$ cat src/rtl/traffic_pkg.sv
// Shared types and helpers for the N-approach traffic controller.
package traffic_pkg;

  typedef enum logic [1:0] {
    PH_GREEN  = 2'd0,
    PH_YELLOW = 2'd1,
    PH_ALLRED = 2'd2,
    PH_FLASH  = 2'd3
  } phase_e;

  // Lengths are widened to this before comparison; CNT_W must not exceed it.
  localparam int LEN_W = 64;

  // A zero-length phase still occupies one cycle.
  function automatic logic [LEN_W-1:0] eff_len(input logic [LEN_W-1:0] len);
    return (len == '0) ? LEN_W'(1) : len;
  endfunction

endpackage

$ cat src/rtl/traffic_rr_pick.sv
// Circular next-approach selector: first requesting index after active_dir,
// active_dir itself last, plain increment when nobody is waiting.
module traffic_rr_pick #(
  parameter  int NUM_DIR = 2,
  localparam int DIR_W   = $clog2(NUM_DIR)
) (
  input  logic [NUM_DIR-1:0] car_req,
  input  logic [DIR_W-1:0]   active_dir,
  output logic [DIR_W-1:0]   next_dir
);

  always_comb begin
    logic             found;
    int               idx;
    logic [DIR_W-1:0] idx_d;
    found    = 1'b0;
    idx      = 0;
    idx_d    = '0;
    next_dir = (active_dir == DIR_W'(NUM_DIR-1)) ? '0 : active_dir + DIR_W'(1);
    for (int i = 1; i <= NUM_DIR; i++) begin
      idx = int'(active_dir) + i;
      if (idx >= NUM_DIR) idx = idx - NUM_DIR;
      idx_d = DIR_W'(idx);
      if (!found && car_req[idx_d]) begin
        found    = 1'b1;
        next_dir = idx_d;
      end
    end
  end

endmodule

$ cat src/rtl/traffic_intersection_ctrl.sv
// N-approach traffic-light controller: GREEN -> YELLOW -> ALLRED per approach,
// skipping idle approaches. Optional flash mode under `TRAFFIC_FLASH_EN.
module traffic_intersection_ctrl
  import traffic_pkg::*;
#(
  parameter  int NUM_DIR = 2,
  parameter  int CNT_W   = 32,
  localparam int DIR_W   = $clog2(NUM_DIR)
) (
  input  logic               clk,
  input  logic               reset,
  input  logic [CNT_W-1:0]   green_len,
  input  logic [CNT_W-1:0]   yellow_len,
  input  logic [CNT_W-1:0]   allred_len,
  input  logic [NUM_DIR-1:0] car_req,
`ifdef TRAFFIC_FLASH_EN
  input  logic               flash,
`endif
  output logic [CNT_W-1:0]   q,
  output logic [DIR_W-1:0]   active_dir,
  output logic [1:0]         phase,
  output logic [NUM_DIR-1:0] greenlt,
  output logic [NUM_DIR-1:0] yellowlt,
  output logic [NUM_DIR-1:0] redlt
);

  phase_e             ph_q, ph_n;
  logic [CNT_W-1:0]   q_n;
  logic [DIR_W-1:0]   dir_n, next_dir;
  logic [CNT_W-1:0]   cur_len;
  logic               done;
  logic               blink;
  logic [NUM_DIR-1:0] sel;

  traffic_rr_pick #(.NUM_DIR(NUM_DIR)) u_pick (
    .car_req    (car_req),
    .active_dir (active_dir),
    .next_dir   (next_dir)
  );

  // Live length inputs: shrinking mid-phase ends the phase instead of wrapping q.
  always_comb begin
    cur_len = allred_len;
    case (ph_q)
      PH_GREEN:  cur_len = green_len;
      PH_YELLOW: cur_len = yellow_len;
      PH_FLASH:  cur_len = yellow_len;
      default:   cur_len = allred_len;
    endcase
    done = LEN_W'(q) >= (eff_len(LEN_W'(cur_len)) - LEN_W'(1));
  end

`ifdef TRAFFIC_FLASH_EN
  logic blink_n;
`endif

  always_comb begin
    ph_n  = ph_q;
    q_n   = q + CNT_W'(1);
    dir_n = active_dir;
`ifdef TRAFFIC_FLASH_EN
    blink_n = blink;
`endif
    case (ph_q)
      PH_GREEN: if (done) begin
        ph_n = PH_YELLOW;
        q_n  = '0;
      end
      PH_YELLOW: if (done) begin
        ph_n = PH_ALLRED;
        q_n  = '0;
      end
      PH_ALLRED: if (done) begin
        ph_n  = PH_GREEN;
        q_n   = '0;
        dir_n = next_dir;
      end
      PH_FLASH: begin
`ifdef TRAFFIC_FLASH_EN
        if (done) begin
          blink_n = ~blink;
          q_n     = '0;
        end
`else
        ph_n = PH_ALLRED;
        q_n  = '0;
`endif
      end
      default: begin
        ph_n = PH_ALLRED;
        q_n  = '0;
      end
    endcase
`ifdef TRAFFIC_FLASH_EN
    // Flash request overrides the normal sequence; leaving flash always clears through ALLRED.
    if (flash && ph_q != PH_FLASH) begin
      ph_n    = PH_FLASH;
      q_n     = '0;
      blink_n = 1'b1;
    end else if (!flash && ph_q == PH_FLASH) begin
      ph_n    = PH_ALLRED;
      q_n     = '0;
      blink_n = 1'b0;
    end
`endif
  end

  always_ff @(posedge clk or posedge reset) begin
    if (reset) begin
      ph_q       <= PH_ALLRED;
      q          <= '0;
      active_dir <= DIR_W'(NUM_DIR-1);
    end else begin
      ph_q       <= ph_n;
      q          <= q_n;
      active_dir <= dir_n;
    end
  end

`ifdef TRAFFIC_FLASH_EN
  always_ff @(posedge clk or posedge reset) begin
    if (reset) blink <= 1'b0;
    else       blink <= blink_n;
  end
`else
  assign blink = 1'b0;
`endif

  assign phase = ph_q;
  assign sel   = NUM_DIR'(1) << active_dir;

  always_comb begin
    greenlt  = '0;
    yellowlt = '0;
    redlt    = '1;
    case (ph_q)
      PH_GREEN: begin
        greenlt = sel;
        redlt   = ~sel;
      end
      PH_YELLOW: begin
        yellowlt = sel;
        redlt    = ~sel;
      end
      PH_FLASH: begin
        yellowlt = {NUM_DIR{blink}};
        redlt    = '0;
      end
      default: ;
    endcase
  end

  // Safety: one lit approach at most outside flash; GREEN only entered from ALLRED.
  a_one_lit: assert property (@(posedge clk) disable iff (reset)
    (ph_q != PH_FLASH) |-> $onehot0(~redlt));
  a_green_entry: assert property (@(posedge clk) disable iff (reset)
    (ph_q == PH_GREEN && $past(ph_q) != PH_GREEN) |-> ($past(ph_q) == PH_ALLRED));

endmodule

$ cat config.mk
export PLATFORM = sky130hd
export DESIGN_NAME = traffic_intersection_ctrl
export DESIGN_NICKNAME = d
export VERILOG_FILES = /design/src/rtl/traffic_pkg.sv /design/src/rtl/traffic_rr_pick.sv /design/src/rtl/traffic_intersection_ctrl.sv
export SDC_FILE = /design/constraint.sdc
export NUM_CORES = 1
export LEC_CHECK = 0
export ABC_AREA = 1
export ABC_CLOCK_PERIOD_IN_PS = 5850
export CORE_MARGIN = 2
export CORE_UTILIZATION = 40
export DETAILED_ROUTE_END_ITERATION = 12
export GPL_TIMING_DRIVEN = 0
export PLACE_DENSITY_LB_ADDON = 0.15
export SETUP_SLACK_MARGIN = 0.05
export SLEW_MARGIN = 20
export SYNTH_ARGS = -nofsm -noshare
export SYNTH_HDL_FRONTEND = slang
export SYNTH_SLANG_ARGS = --single-unit
$ cat constraint.sdc
create_clock -name clk -period 5.85 [get_ports clk]
set_input_delay 1.755 -clock clk [delete_from_list [all_inputs] [get_ports clk]]
set_output_delay 1.755 -clock clk [all_outputs]
set_load 0.005 [all_outputs]
# Word-level counts from Yosys, hierarchy flattened

Cells that the tools add are included.

Register bits: 35
Bits of input ports: 100
Logic and storage cells: 53
Output and inout bits: 41

Equal/unequal tests: 6
Add/subtract/negate cells: 7
Bitwise logic cells: 1
Shift operators: 1
Mux-type cells: 21
Reduce and logical (&&, ||, !) cells: 9
$lt $le $gt $ge: 5

Operator list:

| kind                    | number |
|---|---|
| $pmux W32 S2            | 2 |
| $ge A32 B64 Y1          | 1 |
| $mux W32                | 2 |
| $sub A32 B1 Y33 const B | 1 |
| $add A32 B1 Y32 const B | 1 |
| $logic_not A32 Y1       | 1 |
| $mux W1                 | 10 |
| $mux W2                 | 5 |
| $pmux W2 S4             | 1 |
| $ne A2 B2 Y1 const B    | 3 |
| $eq A2 B2 Y1 const B    | 2 |
| $lt A1 B2 Y1 const B    | 2 |
| $pmux W2 S2             | 1 |
| $reduce_or A2 Y1        | 2 |
| $add A1 B2 Y3 const B   | 1 |
| $ge A3 B2 Y1 const B    | 1 |
| $reduce_and A3 Y1       | 1 |
| $reduce_or A3 Y1        | 1 |
| $add A1 B1 Y2 const B   | 1 |
| $eq A2 B1 Y1 const B    | 1 |
| $ge A2 B2 Y1 const B    | 1 |
| $logic_not A2 Y1        | 1 |
| $not A2 Y2              | 1 |
| $reduce_and A2 Y1       | 1 |
| other kinds (5)         | 6 |

# Depth between registers and ports, before layout

Word-level depth: 9
Depth in mapped cells: 35
Gate-level depth less buffers: 33

# Modules after synthesis

A second synthesis with hierarchy kept.

Cells, all modules: 747
Area, all modules: 4608.2 um^2

By module, submodules not included:

| module                    | area an instance (um^2) | times used | cells an instance | sequential area each (um^2) |
|---|---|---|---|---|
| traffic_intersection_ctrl | 4585.6                  | 1          | 741               | 878.3 |
| traffic_rr_pick           | 22.5                    | 1          | 6                 | 0.0 |

# Worst setup path after synthesis

No wires, ideal clock.

Path type: input to register
Start: in allred_len[18]
End: reg q[10]
Data required time: 5.730 ns
Buffers on the path: 2
Arrival: 5.144 ns
Slack: 0.586 ns
Cell stages on the path: 30
Setup time: 0.120 ns
Cell sequence: inv_1 -> nor2_1 -> nor2_1 -> nand2_1 -> nor2_1 -> nand2_1 -> nor2_1 -> nand2_1 -> inv_1 -> nor2_1 -> buf_4 -> ha_1 -> nand2_1 -> nor2_2 -> nand2_1 -> nor2_1 -> nand3_1 -> nor2_1 -> nand2_1 -> xor2_1 -> ha_1 -> nand2_1 -> nor3_1 -> inv_1 -> nor2_1 -> and3b_1 -> nand2_2 -> nand3_4 -> buf_2 -> nor2_1

Word-level cells in the longest chain between the ends: 7

Ends and longest elaborated chain:

| what                   | line                                                                                              | text |
|---|---|---|
| start: declaration     | traffic_intersection_ctrl.sv:14                                                                   | `input logic [CNT_W-1:0] allred_len,` |
| $pmux W32 S2 *         | traffic_intersection_ctrl.sv:44                                                                   | `case (ph_q)` |
| $logic_not A32 Y1      | traffic_pkg.sv:16                                                                                 | `return (len == '0) ? LEN_W'(1) : len;` |
| $mux W32 *             | traffic_pkg.sv:16                                                                                 |  |
| $sub A32 B1 Y33 *      | traffic_intersection_ctrl.sv:50                                                                   | `done = LEN_W'(q) >= (eff_len(LEN_W'(cur_len)) - LEN_W'(1));` |
| $ge A32 B64 Y1 *       | traffic_intersection_ctrl.sv:50                                                                   |  |
| $mux W32 *             | traffic_intersection_ctrl.sv:65, traffic_intersection_ctrl.sv:69, traffic_intersection_ctrl.sv:73 |  |
| $pmux W32 S2 *         | traffic_intersection_ctrl.sv:64                                                                   | `case (ph_q)` |
| via q_n[10]            | traffic_intersection_ctrl.sv:28                                                                   | `logic [CNT_W-1:0] q_n;` |
| end signal: assignment | traffic_intersection_ctrl.sv:115                                                                  | `q <= q_n;` |
| end: declaration       | traffic_intersection_ctrl.sv:19                                                                   | `output logic [CNT_W-1:0] q,` |

Mark *: on every way through the listed nets, which the timed path passes. The rest lies on a longest branch.
A chain may end at the register's enable or synchronous reset.

# Worst setup path in the final report

Start: in allred_len[16]
End: reg q[13]

The elaborated chain is that of the path after synthesis.

==> flow_metrics.py <==
metrics = {
    "yosys": {
        "synth-xor-area-share": 0.0949,
        "synth_top_family_by_area": "simple AND/OR/NAND/NOR gates",
        "yosysSeqAreaShare": 0.203,
        "synth-compound-area-share": 0.0378,
        "avgSynthCellArea_um2": 5.91,
        "synthMuxAreaShare": 0,
        "synth-seq-cells": 35,
        "syn-cell-area_um2": 4340,
        "synthTopCellsByArea": "nand2_1, dfrtp_1, nor2_1",
        "ys_types": 33,
        "yosys.area.top_type": "nand2_1",
        "synth-simple-area-share": 0.466,
        "yosysTopAreaCellShare": 0.194,
        "netlist_instances": 734,
        "synth_fa_ha_area_frac": 0.0981,
        "syn_nets": 868,
        "ys_warn_count": 0,
    },
    "setup_path": {
        "arrival_ns": 5.78,
        "criticalPathCategory": "input pin to flip-flop",
        "cp-start-kind": "input pin",
        "critPathMaxFanout": 8,
        "cp-end-kind": "flip-flop",
        "cpMaxStageDelayCell": "clkdlybuf4s50_1",
        "required_ns": 6.03,
        "slowest_delay_ns": 0.46,
    },
    "cts": {
        "htree_num_levels": 2,
        "cts_max_path_buffers": 2,
        "worstSkewPairLatency_ns": 0.29,
        "cts_root_buf": "clkbuf_8",
        "clkSinkCount": 35,
        "cts_buffers": 5,
        "clk_pin_slew_ns": 0.07,
        "cts_tree": "built",
    },
    "finish": {
        "final_cells": 1040,
        "final_cell_area_um2": 6270,
        "antenna_cells": 0,
        "area_growth_pct": 44.7,
        "nets": 1033,
        "layout-drive-gt1-share": 0.0878,
    },
    "die": {
        "initial_core_util": 0.405,
        "io_pins": 141,
        "die_w_um": 108,
        "design.core.area_um2": 10700,
        "rows": 38,
        "fp.dieH_um": 108,
        "die-area_um2": 11700,
    },
    "place": {
        "port_buffers": 140,
        "detailed_place_hpwl_mm": 12.0,
        "placed_area_um2": 5910,
        "pre_cts_ws_ns": -0.829,
        "gp_congestion": 0.957,
        "placedCellCount": 1014,
    },
    "pwr": {
        "vdd_ir_drop_max_mv": 0.118,
        "power_density_nw_per_um2": 91.2,
        "leakage_uw": 0.00302,
    },
    "timing": {
        "fmax_mhz": 179,
        "slew_headroom": 0.510,
        "worst_slew_pin_slew_ns": 0.729,
        "rsz0062_at_grt": "yes",
        "fin_ws_ns": 0.253,
        "hold_viol_final": 0,
        "finClkSkew_ns": 0.00812,
        "fin_crit_sh": 0.957,
        "finalSetupViolCount": 0,
        "slew_viol_final": 0,
        "post-route-min-period_ns": 5.60,
    },
    "detailed_routing": {
        "vias": 5215,
        "drc_errors": 0,
        "wl_mm": 15.0,
        "via_per_inst": 5.01,
        "detail_route.iter0.violations": 281,
        "ant_nets": 0,
        "first_pass_iters": 5,
        "wl_per_cell_um": 14.5,
    },
    "global_route": {
        "antenna_found_initial": 0,
        "grt_usage": 0.250,
        "grt_max_degree": 36,
        "grt-ovfl-total": 0,
        "grt_pass1_wl_mm": 23.0,
        "grt_pass1_vias": 4832,
    },
    "hold_path": {
        "hp-class": "flip-flop to flip-flop",
    },
    "outcome": {
        "outcome": "finished, final reports clean",
    },
    "job": {
        "cap_violations": 0,
    },
}
power by group:
| group | leakage, uW | switching, uW | total, uW | internal, uW |
|---|---|---|---|---|
| sequential | 0.000468 | 0.00809 | 242 | 242 |
| clock | 0.0000422 | 85.8 | 169 | 83.5 |
| combinational | 0.00251 | 72.2 | 161 | 88.4 |
| total | 0.00302 | 158 | 572 | 414 |
metrics by stage:
stage	total power, uW	hold slack, ns	TNS (ns)	utilization
2_1_floorplan	312	0.484	0	-
3_3_place_gp	395	0.497	-25.12	0.553
3_5_place_dp	398	0.497	-26.57	0.553
4_1_cts	574	0.506	0	0.565
5_1_grt	604	0.542	-0.0970	0.586
6_report	572	0.506	0	0.586
synthesized netlist by cell type:
library cell,count
nand2_1,224
nor2_1,150
inv_1,87
nand3_1,40
xor2_1,35
ha_1,34
dfrtp_1,33
nor3_1,20
nand4_1,19
a21oi_1,18
xnor2_1,12
o21ai_0,9
buf_2,7
nor2_2,7
nor4_1,7
inv_2,4
buf_6,3
nand2_2,3
nand3b_1,3
nor3b_1,3
buf_4,2
clkbuf_1,2
dfstp_2,2
and2_1,1
and3_1,1
and3b_1,1
buf_1,1
nand3_4,1
o211ai_1,1
o21a_1,1
o21bai_1,1
o22ai_1,1
or2_2,1
what timing repair did:
| action | CTS | global route |
|---|---|---|
| gates resized for setup | 15 | 24 |
| cloned | 0 | 2 |
| setup buffers | 0 | 16 |
| pin swaps | 1 | 15 |
| setup endpoints to repair | 35 | 35 |
| hold buffers | 0 | 0 |
final timing paths:
path                       depth (start not counted)            from  slack (ns)  endpoint
max                                               31  allred_len[16]        0.25     q[13]
max in group asynchronous                          2           reset        3.46     q[14]
min                                                1            q[0]        0.51      q[0]
min reg2reg                                        1            q[0]        0.51      q[0]
max reg2reg                                       32        phase[1]        0.99     q[13]
min in group asynchronous                          2           reset        1.91      q[4]
metal layers:
| metal | global-route usage | vias to the layer above | part of all wire |
|---|---|---|---|
| li1 | - | 2648 | - |
| met1 | 0.323 | 2361 | 0.44 |
| met2 | 0.432 | 191 | 0.47 |
| met3 | 0.0386 | 15 | 0.082 |
| met4 | 0.0687 | 0 | 0.013 |
| met5 | 0 | - | 0 |
layout by cell type (no fill, tap or decap), drive strengths merged, types with 7 or more instances in the layout:
| master | synthesis | final |
|---|---|---|
| o21ai | 9 | 9 |
| nand3 | 41 | 41 |
| nand2 | 227 | 227 |
| clkdlybuf4s50 | 0 | 140 |
| nor4 | 7 | 7 |
| clkbuf | 2 | 10 |
| a21oi | 18 | 18 |
| dfrtp | 33 | 33 |
| nor2 | 157 | 157 |
| xnor2 | 12 | 12 |
| nand4 | 19 | 19 |
| inv | 91 | 91 |
| ha | 34 | 34 |
| xor2 | 35 | 35 |
| buf | 13 | 30 |
| nor3 | 20 | 20 |
final cells by class:
| class | instances | area, um2 |
|---|---|---|
| clock buffers | 7 | 76.3 |
| plain buffers | 15 | 119 |
| multi-input cells | 593 | 3120 |
| well taps | 140 | 175 |
| fillers | 1065 | 4430 |
| flip-flops and latches | 35 | 878 |
| inverters | 91 | 342 |
| repair buffers | 158 | 1560 |
| clock inverters | 1 | 5.00 |
state kept, by name (all words and copies together), names as in the netlist:
| name | flops |
|---|---|
| phase | 2 |
| q | 32 |
| active_dir | 1 |
critical path, delay by kind of cell:
kind / cells / cell delay (ns)
simple gates: 22 / 2.38
xor+xnor: 1 / 0.15
buf+inv: 6 / 1.03
fa+ha+maj: 2 / 0.45
logic make-up after synthesis:
kind of cell	Yosys count
compound gates	31
xor+xnor	47
fa+ha+maj	34
buf+inv	106
flops	35
simple gates	481
Power figures use the tool's default switching activity.
